$ cat src/rtl/inst_fetch_queue_if.sv
// Fetch-queue bundle: instruction-memory request/response,
// redirect from execute and the instruction stream to decode.
interface inst_fetch_queue_if;
    logic [31:0] inst_mem_address;
    logic        inst_mem_is_ready;
    logic        inst_mem_is_valid;
    logic [31:0] inst_mem_read_data;
    logic        redirect;
    logic [31:0] redirect_pc;
    logic        stall;
    logic        inst_valid;
    logic [31:0] inst;
    logic [31:0] inst_pc;
    logic        exception;

    modport master (
        output inst_mem_address,
        output inst_mem_is_ready,
        input  inst_mem_is_valid,
        input  inst_mem_read_data,
        input  redirect,
        input  redirect_pc,
        input  stall,
        output inst_valid,
        output inst,
        output inst_pc,
        output exception
    );

    modport slave (
        input  inst_mem_address,
        input  inst_mem_is_ready,
        output inst_mem_is_valid,
        output inst_mem_read_data,
        output redirect,
        output redirect_pc,
        output stall,
        input  inst_valid,
        input  inst,
        input  inst_pc,
        input  exception
    );
endinterface

$ cat src/rtl/inst_fetch_queue.sv
// Sequential prefetcher with a PC-tagged instruction FIFO ahead of decode.
// Define FETCH_BYPASS_EN to forward a response straight to decode when the queue is empty.
module inst_fetch_queue #(
    parameter logic [31:0] RESET = 32'h0000_0000,
    parameter int          DEPTH = 4
) (
    input logic                clk,
    input logic                reset,
    inst_fetch_queue_if.master bus
);
    localparam int          AW    = (DEPTH > 1) ? $clog2(DEPTH) : 1;
    localparam int          CW    = AW + 1;
    localparam logic [CW:0] LIMIT = (CW + 1)'(DEPTH);
    localparam logic [31:0] NOP   = 32'h0000_0013;

    logic [31:0]   fetch_pc;
    logic [CW-1:0] count;
    logic [CW-1:0] outstanding;
    logic [CW-1:0] drop;
    logic [AW-1:0] rd_ptr;
    logic [AW-1:0] wr_ptr;
    logic [AW-1:0] pc_rd;
    logic [AW-1:0] pc_wr;
    logic          exc;

    logic [31:0] pc_q   [DEPTH];
    logic [31:0] data_q [DEPTH];
    logic [31:0] tag_q  [DEPTH];

    logic          issue;
    logic          resp;
    logic          accept;
    logic          q_valid;
    logic          bypass;
    logic          pop;
    logic          push;
    logic [31:0]   resp_pc;
    logic [CW:0]   in_use;

    // Queue slots are reserved at issue time, so a response never finds it full.
    assign in_use  = {1'b0, count} + {1'b0, outstanding};
    assign issue   = reset && !bus.redirect && !exc && (in_use < LIMIT);
    assign resp    = bus.inst_mem_is_valid;
    assign accept  = resp && (drop == '0) && !bus.redirect && !exc;
    assign q_valid = (count != '0);
    assign resp_pc = pc_q[pc_rd];

`ifdef FETCH_BYPASS_EN
    assign bypass = accept && !q_valid;
`else
    assign bypass = 1'b0;
`endif

    assign pop  = q_valid && !bus.stall && !bus.redirect;
    assign push = accept && !(bypass && !bus.stall);

    assign bus.inst_mem_address  = fetch_pc;
    assign bus.inst_mem_is_ready = issue;
    assign bus.exception         = exc;

    always_comb begin
        bus.inst_valid = q_valid || bypass;
        bus.inst       = NOP;
        bus.inst_pc    = tag_q[rd_ptr];
        if (q_valid) begin
            bus.inst    = data_q[rd_ptr];
            bus.inst_pc = tag_q[rd_ptr];
        end else if (bypass) begin
            bus.inst    = bus.inst_mem_read_data;
            bus.inst_pc = resp_pc;
        end
    end

    always_ff @(posedge clk or negedge reset) begin
        if (!reset) begin
            fetch_pc    <= RESET;
            count       <= '0;
            outstanding <= '0;
            drop        <= '0;
            rd_ptr      <= '0;
            wr_ptr      <= '0;
            pc_rd       <= '0;
            pc_wr       <= '0;
            exc         <= 1'b0;
            for (int i = 0; i < DEPTH; i++) begin
                pc_q[i]   <= RESET;
                data_q[i] <= NOP;
                tag_q[i]  <= RESET;
            end
        end else begin
            // The PC FIFO tracks every in-flight request, dropped or not.
            if (issue) begin
                pc_q[pc_wr] <= fetch_pc;
                pc_wr       <= pc_wr + AW'(1);
            end
            if (resp) begin
                pc_rd <= pc_rd + AW'(1);
            end

            unique case ({issue, resp})
                2'b10:   outstanding <= outstanding + CW'(1);
                2'b01:   outstanding <= outstanding - CW'(1);
                default: outstanding <= outstanding;
            endcase

            if (bus.redirect) begin
                fetch_pc <= bus.redirect_pc;
                count    <= '0;
                rd_ptr   <= wr_ptr;
                drop     <= outstanding - CW'(resp);
                if (bus.redirect_pc[1:0] != 2'b00) begin
                    exc <= 1'b1;
                end
            end else begin
                if (issue) begin
                    fetch_pc <= fetch_pc + 32'd4;
                end
                if (resp && (drop != '0)) begin
                    drop <= drop - CW'(1);
                end
                if (push) begin
                    data_q[wr_ptr] <= bus.inst_mem_read_data;
                    tag_q[wr_ptr]  <= resp_pc;
                    wr_ptr         <= wr_ptr + AW'(1);
                end
                if (pop) begin
                    rd_ptr <= rd_ptr + AW'(1);
                end
                unique case ({push, pop})
                    2'b10:   count <= count + CW'(1);
                    2'b01:   count <= count - CW'(1);
                    default: count <= count;
                endcase
            end
        end
    end
endmodule

$ cat src/flat_wrapper.sv
// flat-port wrapper written by rule: the top's interface ports become plain ports
module inst_fetch_queue_flat 
#(
    parameter logic [31:0] RESET = 32'h0000_0000,
    parameter int          DEPTH = 4
)
  (clk, reset, bus_inst_mem_address, bus_inst_mem_is_ready, bus_inst_mem_is_valid, bus_inst_mem_read_data, bus_redirect, bus_redirect_pc, bus_stall, bus_inst_valid, bus_inst, bus_inst_pc, bus_exception);
  inst_fetch_queue_if bus_i ();
  input logic clk;
  input logic reset;
  output wire logic [$bits(bus_i.inst_mem_address)-1:0] bus_inst_mem_address;
  output wire logic [$bits(bus_i.inst_mem_is_ready)-1:0] bus_inst_mem_is_ready;
  input wire logic [$bits(bus_i.inst_mem_is_valid)-1:0] bus_inst_mem_is_valid;
  input wire logic [$bits(bus_i.inst_mem_read_data)-1:0] bus_inst_mem_read_data;
  input wire logic [$bits(bus_i.redirect)-1:0] bus_redirect;
  input wire logic [$bits(bus_i.redirect_pc)-1:0] bus_redirect_pc;
  input wire logic [$bits(bus_i.stall)-1:0] bus_stall;
  output wire logic [$bits(bus_i.inst_valid)-1:0] bus_inst_valid;
  output wire logic [$bits(bus_i.inst)-1:0] bus_inst;
  output wire logic [$bits(bus_i.inst_pc)-1:0] bus_inst_pc;
  output wire logic [$bits(bus_i.exception)-1:0] bus_exception;
  assign bus_inst_mem_address = bus_i.inst_mem_address;
  assign bus_inst_mem_is_ready = bus_i.inst_mem_is_ready;
  assign bus_i.inst_mem_is_valid = bus_inst_mem_is_valid;
  assign bus_i.inst_mem_read_data = bus_inst_mem_read_data;
  assign bus_i.redirect = bus_redirect;
  assign bus_i.redirect_pc = bus_redirect_pc;
  assign bus_i.stall = bus_stall;
  assign bus_inst_valid = bus_i.inst_valid;
  assign bus_inst = bus_i.inst;
  assign bus_inst_pc = bus_i.inst_pc;
  assign bus_exception = bus_i.exception;
  inst_fetch_queue #(.RESET(RESET), .DEPTH(DEPTH)) u_core (.clk(clk), .reset(reset), .bus(bus_i));
endmodule
$ cat config.mk
export PLATFORM = sky130hd
export DESIGN_NAME = inst_fetch_queue_flat
export DESIGN_NICKNAME = d
export VERILOG_FILES = /design/src/rtl/inst_fetch_queue_if.sv /design/src/rtl/inst_fetch_queue.sv /design/src/flat_wrapper.sv
export SDC_FILE = /design/constraint.sdc
export NUM_CORES = 1
export LEC_CHECK = 0
export BUFFER_PORTS_ARGS = -buffer_cell sky130_fd_sc_hd__buf_2
export CORE_ASPECT_RATIO = 0.5
export CORE_UTILIZATION = 54
export CTS_BUF_LIST = sky130_fd_sc_hd__clkbuf_16
export DETAILED_ROUTE_END_ITERATION = 10
export PLACE_DENSITY = 0.73
export SYNTH_ARGS = -nofsm -noshare
export SYNTH_HDL_FRONTEND = slang
export SYNTH_SLANG_ARGS = --single-unit
$ cat constraint.sdc
create_clock -name clk -period 3.8 [get_ports clk]
set_clock_uncertainty 0.15 [all_clocks]
set_input_delay 0.19 -clock clk [delete_from_list [all_inputs] [get_ports clk]]
set_output_delay 0.19 -clock clk [all_outputs]
set_load 0.01 [all_outputs]
**Word level (Yosys, flattened, before mapping)**

Index checks and enable logic that the tools add are counted.

- Flip-flop bits (word level): 434
- Input port bits: 69
- Logic and storage cells: 100

- $add $sub $neg: 12
- Order comparisons: 7
- Equality and inequality tests: 4
- Multiplexer cells: 26
- Bitwise operators: 5
- Reductions and logical operators: 25

Operator list:

| kind | number |
|---|---|
| $bwmux W128 | 3 |
| $mux W32 | 11 |
| $bmux W32 S2 | 3 |
| $demux W32 S2 | 2 |
| $add A32 B3 Y32 const B | 1 |
| $ge A3 B3 Y1 const B | 4 |
| $not A2 Y3 | 4 |
| $pmux W3 S2 | 2 |
| $logic_and A1 B1 Y1 | 11 |
| $reduce_bool A2 Y1 | 5 |
| $mux W3 | 3 |
| $reduce_bool A3 Y1 | 3 |
| $sub A3 B1 Y3 const B | 3 |
| $add A2 B1 Y2 const B | 4 |
| $add A3 B1 Y3 const B | 2 |
| $lt A3 B1 Y1 const B | 2 |
| $add A3 B3 Y4 | 1 |
| $eq A2 B1 Y1 const B | 2 |
| $eq A2 B2 Y1 const B | 2 |
| $lt A4 B3 Y1 const B | 1 |
| $mux W2 | 2 |
| $reduce_and A2 Y1 | 2 |
| $logic_not A1 Y1 | 3 |
| $logic_not A3 Y1 | 1 |
| other kinds (2) | 2 |

**Longest topological paths before layout**

Gate-level depths: netlist of the first run.

- Depth in word-level cells: 7
- Gate-level depth with buffers: 11
- Depth with buffers taken out: 10

**Worst setup path after synthesis of the first run**

Ideal clock, no wire load.

- Path type: register to register
- From: register u_core.outstanding[2]
- To: register u_core.outstanding[2]
- Arrival: 2,966 ps
- Data required time: 3,525 ps
- Path slack: 558 ps
- Cell stages (with the launch flop): 12
- Buffers on the path: 1
- Cell sequence: dfrtp_1 > ha_1 > or4b_4 > or3_1 > buf_2 > nor2_8 > inv_1 > ha_1 > fa_1 > xnor2_1 > nor2_1 > xor2_1

- Cells in the longest elaborated chain, start to end: 5

RTL lines:

| element | line | source |
|---|---|---|
| from (decl) | inst_fetch_queue.sv:18 | `logic [CW-1:0] outstanding;` |
| from (signal assigned) | inst_fetch_queue.sv:101 | `2'b10: outstanding <= outstanding + CW'(1);` |
| from (signal assigned) | inst_fetch_queue.sv:102 | `2'b01: outstanding <= outstanding - CW'(1);` |
| from (signal assigned) | inst_fetch_queue.sv:103 | `default: outstanding <= outstanding;` |
| $add A3 B3 Y4 (*) | inst_fetch_queue.sv:41 | `assign in_use = {1'b0, count} + {1'b0, outstanding};` |
| $lt A4 B3 Y1 (*) | inst_fetch_queue.sv:42 | `assign issue = reset && !bus.redirect && !exc && (in_use < LIMIT);` |
| $logic_and A1 B1 Y1 (*) | inst_fetch_queue.sv:42 |  |
| named net bus_inst_mem_is_ready | flat_wrapper.sv:12 | `output wire logic [$bits(bus_i.inst_mem_is_ready)-1:0] bus_inst_mem_is_ready;` |
| $eq A2 B1 Y1 / $eq A2 B2 Y1 (equally long branches) | inst_fetch_queue.sv:100 | `unique case ({issue, resp})` |
| $pmux W3 S2 / $reduce_bool A2 Y1 (equally long branches) | n/a |  |

Mark *: on every way through the listed nets, which the timed path passes. The rest lies on a longest branch.
A chain may end at the register's enable or synchronous reset.

**Worst setup path in the final report of the first run**

- From: register u_core.outstanding[2]
- To: register u_core.outstanding[2]

- Cells in the longest elaborated chain, start to end: 5

RTL lines:

| element | line |
|---|---|
| $add A3 B3 Y4 | inst_fetch_queue.sv:41 |
| $lt A4 B3 Y1 | inst_fetch_queue.sv:42 |
| $logic_and A1 B1 Y1 | inst_fetch_queue.sv:42 |
| $eq A2 B1 Y1 / $eq A2 B2 Y1 (equally long branches) | inst_fetch_queue.sv:100 |
| $pmux W3 S2 / $reduce_bool A2 Y1 (equally long branches) | n/a |

Several ways; a longest one is shown, not always the timed one.

==> impl_metrics.env, run 1 <==
export IMPL_hold_depth=4
export IMPL_syn_instance_count=1276
export IMPL_design_area_mm2=0.02283
export IMPL_seq_area_frac_synth_pct=55.03
export IMPL_endpoint_kind="register"
export IMPL_use_met3_pct=4.096
export IMPL_layout_worst_path_cycle_share_pct=90.88
export IMPL_drt_iter0_drc=592
export IMPL_dp_hpwl_um=28240
export IMPL_grt_pass1_wl_um=70060
export IMPL_hp_class="input pin to register"
export IMPL_grt_usage_pct=24.34
export IMPL_p_comb_share_pct=13.0
export IMPL_viasPerCell=5.780
export IMPL_port_buffers=167
export IMPL_clock_path_buffers=3
export IMPL_sequentialPowerShare_pct=50.8
export IMPL_grt_busiest_layer="met2"
export IMPL_avgSynthCellArea_um2=15.49
export IMPL_clkLatencyLatePin_ns=0.53
export IMPL_hold_path_endpoint="u_core.bus.inst_mem_address[14]"
export IMPL_final_cells=2008
export IMPL_cp_start_kind="register"
export IMPL_chipWidth_um=272.5
export IMPL_syn_to_final_growth_pct=15.53
export IMPL_wl_per_cell_um=22.02
export IMPL_syn_nets=1363
export IMPL_synth_common_cells="dfrtp_1, mux2_2, mux4_2, nand2_1, o21ai_0"
export IMPL_htreeDepth=2
export IMPL_std_cell_rows=49
export IMPL_switchingPower_w=0.002722
export IMPL_violations="DRC"
export IMPL_ys_async_sr_fraction_pct=100.0
export IMPL_nFillCells=2630
export IMPL_finalWorstSetupSlack_ns=0.3466
export IMPL_power_density_mw_per_mm2=446.4
export IMPL_gp_congestion=0.8322
export IMPL_pin_count=168
export IMPL_multi_input_comb_area_mm2=0.008322
export IMPL_timing_rr_end="u_core.outstanding[2]"
export IMPL_numClockSinks=434
export IMPL_timing_slew_headroom_pct=27.86
export IMPL_cts_tree="yes"
export IMPL_dieHeight_um=137.3
export IMPL_clock_root_buffer="clkbuf_16"
export IMPL_antenna_found_initial=1
export IMPL_switching_share_pct=26.71
export IMPL_gr_usage_met2_pct=41.62
export IMPL_drv_cap=0
export IMPL_die_area_mm2=0.03741
export IMPL_finalWirelength_um=44230
export IMPL_setup_viol=0
export IMPL_p_leak_nw=11.47
export IMPL_netlist_area_mm2=0.01976
export IMPL_netlist_top_cells_area="dfrtp_1, mux2_2, mux4_2"
export IMPL_numPlacedInstances=1868
export IMPL_cp_max_fo=9
export IMPL_fin_crit_ns=3.453
export IMPL_dr_pass1_iters=8
export IMPL_outcome="finished, violations left"
export IMPL_synth_flop_cell="dfrtp_1"
export IMPL_grt_max_degree=153
export IMPL_arrival_ns=3.72
export IMPL_required_ns=4.06
export IMPL_cts_resized=0
export IMPL_yosysMostFrequentCell="dfrtp_1"
export IMPL_postLayoutCoreUtil_pct=63.44
export IMPL_fin_tns_setup_ns=0
export IMPL_r2r_setup_slack_ns=0.35
export IMPL_rsz0062_at_grt="no"
export IMPL_start_util_pct=54.91
export IMPL_drc_errors=2
export IMPL_hold_start="bus_redirect_pc[14]"
export IMPL_vias=11610
export IMPL_seqCellArea_mm2=0.01088
export IMPL_post_place_ws_ns=0.3421
export IMPL_criticalPathCategory="register to register"
export IMPL_coreArea_mm2=0.03599
export IMPL_layout_drive_gt1_share_pct=49.57
export IMPL_placed_cell_area_mm2=0.02096
export IMPL_grt_use_met1_pct=33.06
export IMPL_slew_viol_final=0
export IMPL_grt_pass1_vias=12500
export IMPL_worst_pin_slew_ns=1.082
export IMPL_worstRegToRegCells=10
export IMPL_cts_inserted_buffers=39
export IMPL_ys_types=53
export IMPL_timing_fmax_mhz=289.6
export IMPL_hold_violations=0
export IMPL_reg2reg_from="u_core.outstanding[2]"
export IMPL_internal_power_w=0.007469
export IMPL_yosys_area_top_type="dfrtp_1"
export IMPL_clk_pin_slew_ns=0.07
export IMPL_ys_seq_elements=434
export IMPL_ant_nets=0
export IMPL_ys_warn_count=0
export IMPL_grt_ovfl_total=0
export IMPL_p_clk_share_pct=36.2
export IMPL_synth_edf_count=0
export IMPL_ir_drop_mv=0.2542
export IMPL_synth_top_area_share_pct=53.44
export IMPL_layout_nets=1583
-- worst max path at each step --
stage,from,cells past startpoint,slack (ns),endpoint
after floorplan,u_core.outstanding[2],11,0.56,u_core.outstanding[2]
after global placement,u_core.outstanding[2],10,0.37,u_core.outstanding[2]
after detailed placement,u_core.outstanding[2],10,0.34,u_core.outstanding[2]
after CTS,u_core.outstanding[2],10,0.33,u_core.outstanding[2]
after global routing,u_core.outstanding[2],10,0.15,u_core.outstanding[2]
final,u_core.outstanding[2],10,0.35,u_core.outstanding[2]
-- per-stage QoR --
step	total power, W	hold WS [ns]
5_1_grt	0.01065	0.2596
2_1_floorplan	0.005981	-0.2556
6_report	0.01019	0.2571
3_3_place_gp	0.006504	0.2230
3_5_place_dp	0.006556	0.2403
4_1_cts	0.01031	0.2346
-- layout make-up --
cell class              instances  area share, %
diodes                          1        0.01096
clock buffers                  39          4.275
clock inverters                29         0.8111
inverters                      12         0.1973
multi-input cells             747          36.45
flip-flops and latches        434          47.67
well taps                     484          2.652
repair buffers                262          7.936
-- cells in the final DEF (no fill, tap or decap), types with 2 or more instances in the layout --
cell type / count
dfrtp_1: 418
mux2_2: 379
buf_2: 166
mux4_2: 96
dlygate4sd3_1: 71
nand2_1: 46
clkbuf_16: 39
o21ai_0: 36
and2_1: 33
xor2_1: 23
inv_1: 20
buf_4: 18
xnor2_1: 17
nand4_1: 16
ha_1: 16
nor2_1: 12
dfstp_2: 12
clkinv_1: 9
nand2_4: 8
mux2_1: 8
nand3_1: 7
clkinv_2: 6
buf_12: 6
nor3_1: 5
and3_1: 5
nor4_1: 4
or2_2: 3
nand2b_1: 3
mux2i_1: 3
or3_2: 3
a31oi_1: 3
clkinvlp_4: 3
dfrtp_2: 3
and3_2: 2
or3_1: 2
fa_1: 2
bufinv_16: 2
-- kinds of logic (layout without fill, tap and decap cells) --
family | count (synthesis) | count (layout) | share of synthesized area [%]
mux | 486 | 486 | 33.15
compound gates | 43 | 43 | 1.146
flops | 434 | 434 | 55.03
buf+inv | 95 | 342 | 2.957
xor+xnor | 40 | 40 | 1.773
fa+ha+maj | 18 | 18 | 1.216
other cells | 0 | 1 | 0
simple gates | 160 | 160 | 4.730
-- flip-flops by register name, summed over array words and instances (netlist names) --
| register | count |
|---|---|
| u_core.data_q | 128 |
| u_core.pc_q | 128 |
| u_core.tag_q | 128 |
| u_core.bus.inst_mem_address | 32 |
| u_core.count | 3 |
| u_core.drop | 3 |
| u_core.outstanding | 3 |
| u_core.pc_rd | 2 |
| u_core.pc_wr | 2 |
| u_core.rd_ptr | 2 |
| u_core.wr_ptr | 2 |
| u_core.bus.exception | 1 |
-- power groups by stage --
stage,clock (W),combinational [W],sequential (W)
after floorplan,0,0.000976,0.00501
after global placement,0,0.00126,0.00525
after detailed placement,0,0.00129,0.00527
after CTS,0.00377,0.00135,0.00518
after global routing,0.00397,0.00146,0.00522
final,0.00369,0.00133,0.00518
-- critical path: stages, from the launching register on --
cell     delay, ns
dfrtp_1       0.42
ha_1          0.31
or4b_4        0.57
or3_1         0.55
nor2_8        0.28
inv_1         0.08
ha_1          0.22
fa_1          0.39
xnor2_1       0.16
nor2_1        0.07
xor2_1        0.14
-- metal layers --
metal	vias up	part of all wire, %
met5	-	0
met4	0	1.8
met3	62	4.1
met2	232	50
met1	6207	44
li1	5105	-
-- what timing repair did --
action	4_1_cts	5_1_grt
hold buffers	71	0
setup buffers	0	0
endpoints found under the hold margin	214	0
(Power assumes the default switching activity.)
==> run 2, diff against run 1 <==
Settings changed: ABC_AREA set to 1.
==> run 2 against run 1 <==
The run now ends clean; cell area rose by 1.1%; die area rose by 2.4%; first-iteration DRC count rose to 2.6 times the previous value; global-route usage rose by 4.0 points; combinational power rose to 2.7 times the previous value; total power rose by 21%; clock-buffer cell count rose by 2; sequential share of layout area fell by 0.50 points; clock power rose by 4%.
==> impl_metrics.env, run 2 <==
export IMPL_outcome="finished, final reports clean"
export IMPL_hold_violations=0
export IMPL_timing_fmax_mhz=343.2
export IMPL_required_ns=3.46
export IMPL_synth_top_area_share_pct=52.18
export IMPL_slew_viol_final=0
export IMPL_clock_path_buffers=3
export IMPL_setup_viol=0
export IMPL_synth_common_cells="nand2_1, o21ai_0, dfrtp_1, nor2_1, inv_1"
export IMPL_drv_cap=0
export IMPL_use_met3_pct=4.363
export IMPL_timing_slew_headroom_pct=40.97
export IMPL_ys_async_sr_fraction_pct=100.0
export IMPL_avgSynthCellArea_um2=7.959
export IMPL_ir_drop_mv=0.3442
export IMPL_timing_rr_end="u_core.tag_q[62]"
export IMPL_drc_errors=0
export IMPL_dr_pass1_iters=5
export IMPL_finalWirelength_um=53980
export IMPL_chipWidth_um=275.8
export IMPL_power_density_mw_per_mm2=536.1
export IMPL_worstRegToRegCells=8
export IMPL_layout_drive_gt1_share_pct=10.43
export IMPL_seq_area_frac_synth_pct=53.73
export IMPL_coreArea_mm2=0.03642
export IMPL_grt_pass1_vias=16340
export IMPL_cts_hold_buf=69
export IMPL_rsz0062_at_grt="no"
export IMPL_fin_crit_ns=2.914
export IMPL_grt_busiest_layer="met1"
export IMPL_ant_nets=0
export IMPL_wl_per_cell_um=16.84
export IMPL_cp_max_fo=50
export IMPL_crit_chain="clkinv_2 -> buf_4 -> nor2_1 -> nor2_1 -> o21ai_0 -> o311ai_0 -> buf_2"
export IMPL_port_buffers=167
export IMPL_synth_flop_cell="dfrtp_1"
export IMPL_reg2reg_from="u_core.drop[0]"
export IMPL_top_regs="u_core.data_q: 128 flops, u_core.pc_q: 128 flops, u_core.tag_q: 128 flops"
export IMPL_cpMaxStageDelayCell="dfrtp_4"
export IMPL_cts_inserted_buffers=39
export IMPL_gp_congestion=0.8566
export IMPL_syn_to_final_growth_pct=14.00
export IMPL_netlist_area_mm2=0.02024
export IMPL_fin_tns_setup_ns=0
export IMPL_grt_ovfl_total=0
export IMPL_criticalPathCategory="register to primary output"
export IMPL_clk_pin_slew_ns=0.07
export IMPL_viasPerCell=5.525
export IMPL_ys_types=35
export IMPL_layout_nets=2780
export IMPL_post_cts_setup_buffers=0
export IMPL_dieHeight_um=138.9
export IMPL_final_cells=3206
export IMPL_grt_pass1_wl_um=86560
export IMPL_postLayoutCoreUtil_pct=63.35
export IMPL_layout_worst_path_cycle_share_pct=76.67
export IMPL_cpMostUsedCell="nor2_1"
export IMPL_numClockSinks=434
export IMPL_r2r_setup_slack_ns=1.22
export IMPL_hold_start="bus_redirect"
export IMPL_antenna_cells=0
export IMPL_clock_root_buffer="clkbuf_16"
export IMPL_cp_start_kind="register"
export IMPL_start_util_pct=55.58
export IMPL_dp_hpwl_um=31570
export IMPL_cts_resized=0
export IMPL_grt_max_degree=142
export IMPL_final_cell_mix="nand2_1, o21ai_0, dfrtp_1, nor2_1, buf_2"
export IMPL_vias=17710
export IMPL_syn_instance_count=2543
export IMPL_arrival_ns=2.57
export IMPL_ys_seq_elements=434
export IMPL_cts_tree="yes"
export IMPL_numPlacedInstances=3067
export IMPL_yosysMostFrequentCell="nand2_1"
export IMPL_syn_nets=2630
export IMPL_netlist_top_cells_area="dfrtp_1, nand2_1, o21ai_0"
export IMPL_pin_count=168
export IMPL_hold_path_endpoint="u_core.bus.inst_mem_address[11]"
export IMPL_htreeDepth=2
export IMPL_gr_usage_met2_pct=43.06
export IMPL_yosys_area_top_type="dfrtp_1"
export IMPL_clkLatencyLatePin_ns=0.54
export IMPL_final_common_cell="nand2_1"
export IMPL_path_buf_inv=3
export IMPL_antenna_found_initial=0
export IMPL_worst_pin_slew_ns=0.8854
export IMPL_hold_depth=3
export IMPL_p_leak_nw=11.69
export IMPL_grt_usage_pct=28.35
export IMPL_grt_use_met1_pct=43.12
export IMPL_nFillCells=3283
export IMPL_endpoint_kind="primary output"
export IMPL_std_cell_rows=49
export IMPL_synth_edf_count=0
export IMPL_drt_iter0_drc=1562
export IMPL_cp_top_family="flip-flops"
export IMPL_critical_path_max_stage_delay_ns=0.79
export IMPL_die_area_mm2=0.03831
export IMPL_hp_class="input pin to register"
export IMPL_ys_warn_count=0
-- run 2: through the flow --
stage | area, um2 | total power, W | hold WS [ns] | worst slack, ns
floorplan | 20240 | 0.007130 | -0.2556 | 1.422
global placement | 21170 | 0.008499 | -0.04890 | 1.231
detailed placement | 21170 | 0.008518 | -0.05278 | 1.129
CTS | 23070 | 0.01239 | 0.06307 | 0.8986
global route | 23070 | 0.01298 | 0.1377 | 0.7698
finish | 23070 | 0.01237 | 0.08212 | 0.8865
-- run 2: how the worst max path moves through the flow --
stage                          start                     to  slack, ns  depth (start not counted)
6_report            u_core.rd_ptr[0]            bus_inst[0]       0.89                          7
4_1_cts             u_core.rd_ptr[0]            bus_inst[0]       0.90                          7
3_3_place_gp            bus_redirect        u_core.count[2]       1.23                         11
2_1_floorplan  u_core.outstanding[2]  u_core.outstanding[2]       1.42                         11
5_1_grt             u_core.rd_ptr[0]            bus_inst[0]       0.77                          7
3_5_place_dp            bus_redirect      u_core.data_q[80]       1.13                          7
-- run 2: power breakdown --
group	internal [W]	switching (W)
registers	0.00472	0.000197
logic	0.00114	0.00250
clock network	0.00209	0.00174
-- run 2: worst reg2reg max path, cell delays in order, from the launching register on --
cell and delay [ns]:
dfrtp_1 0.36, inv_1 0.12, ha_1 0.19, nand2_1 0.15
nor2_8 0.27, nand2_4 0.37, inv_2 0.67, nand2_1 0.15
nand2_1 0.10
-- run 2: area by class of cell --
type,instances,area [um2],share of cell area (%)
sequential,434,10880,47.16
clock inverter,29,176.4,0.7646
tap,484,605.6,2.625
timing repair buffer,262,1779,7.712
inverter,117,445.4,1.931
clock buffer,41,1026,4.447
multi-input combinational,1839,8158,35.36
-- run 2: logic make-up after synthesis --
group	after synthesis	share of synthesized area (%)
fa+ha+maj	18	1.187
simple gates	1233	23.73
compound gates	573	14.74
flops	434	53.73
buf+inv	270	5.959
xor+xnor	15	0.6491
-- run 2: routing by layer --
metal	share of wire, %	wire [um]
met1	47	25340
met2	45	24140
met3	6.7	3625
met4	1.6	876
met5	0	0
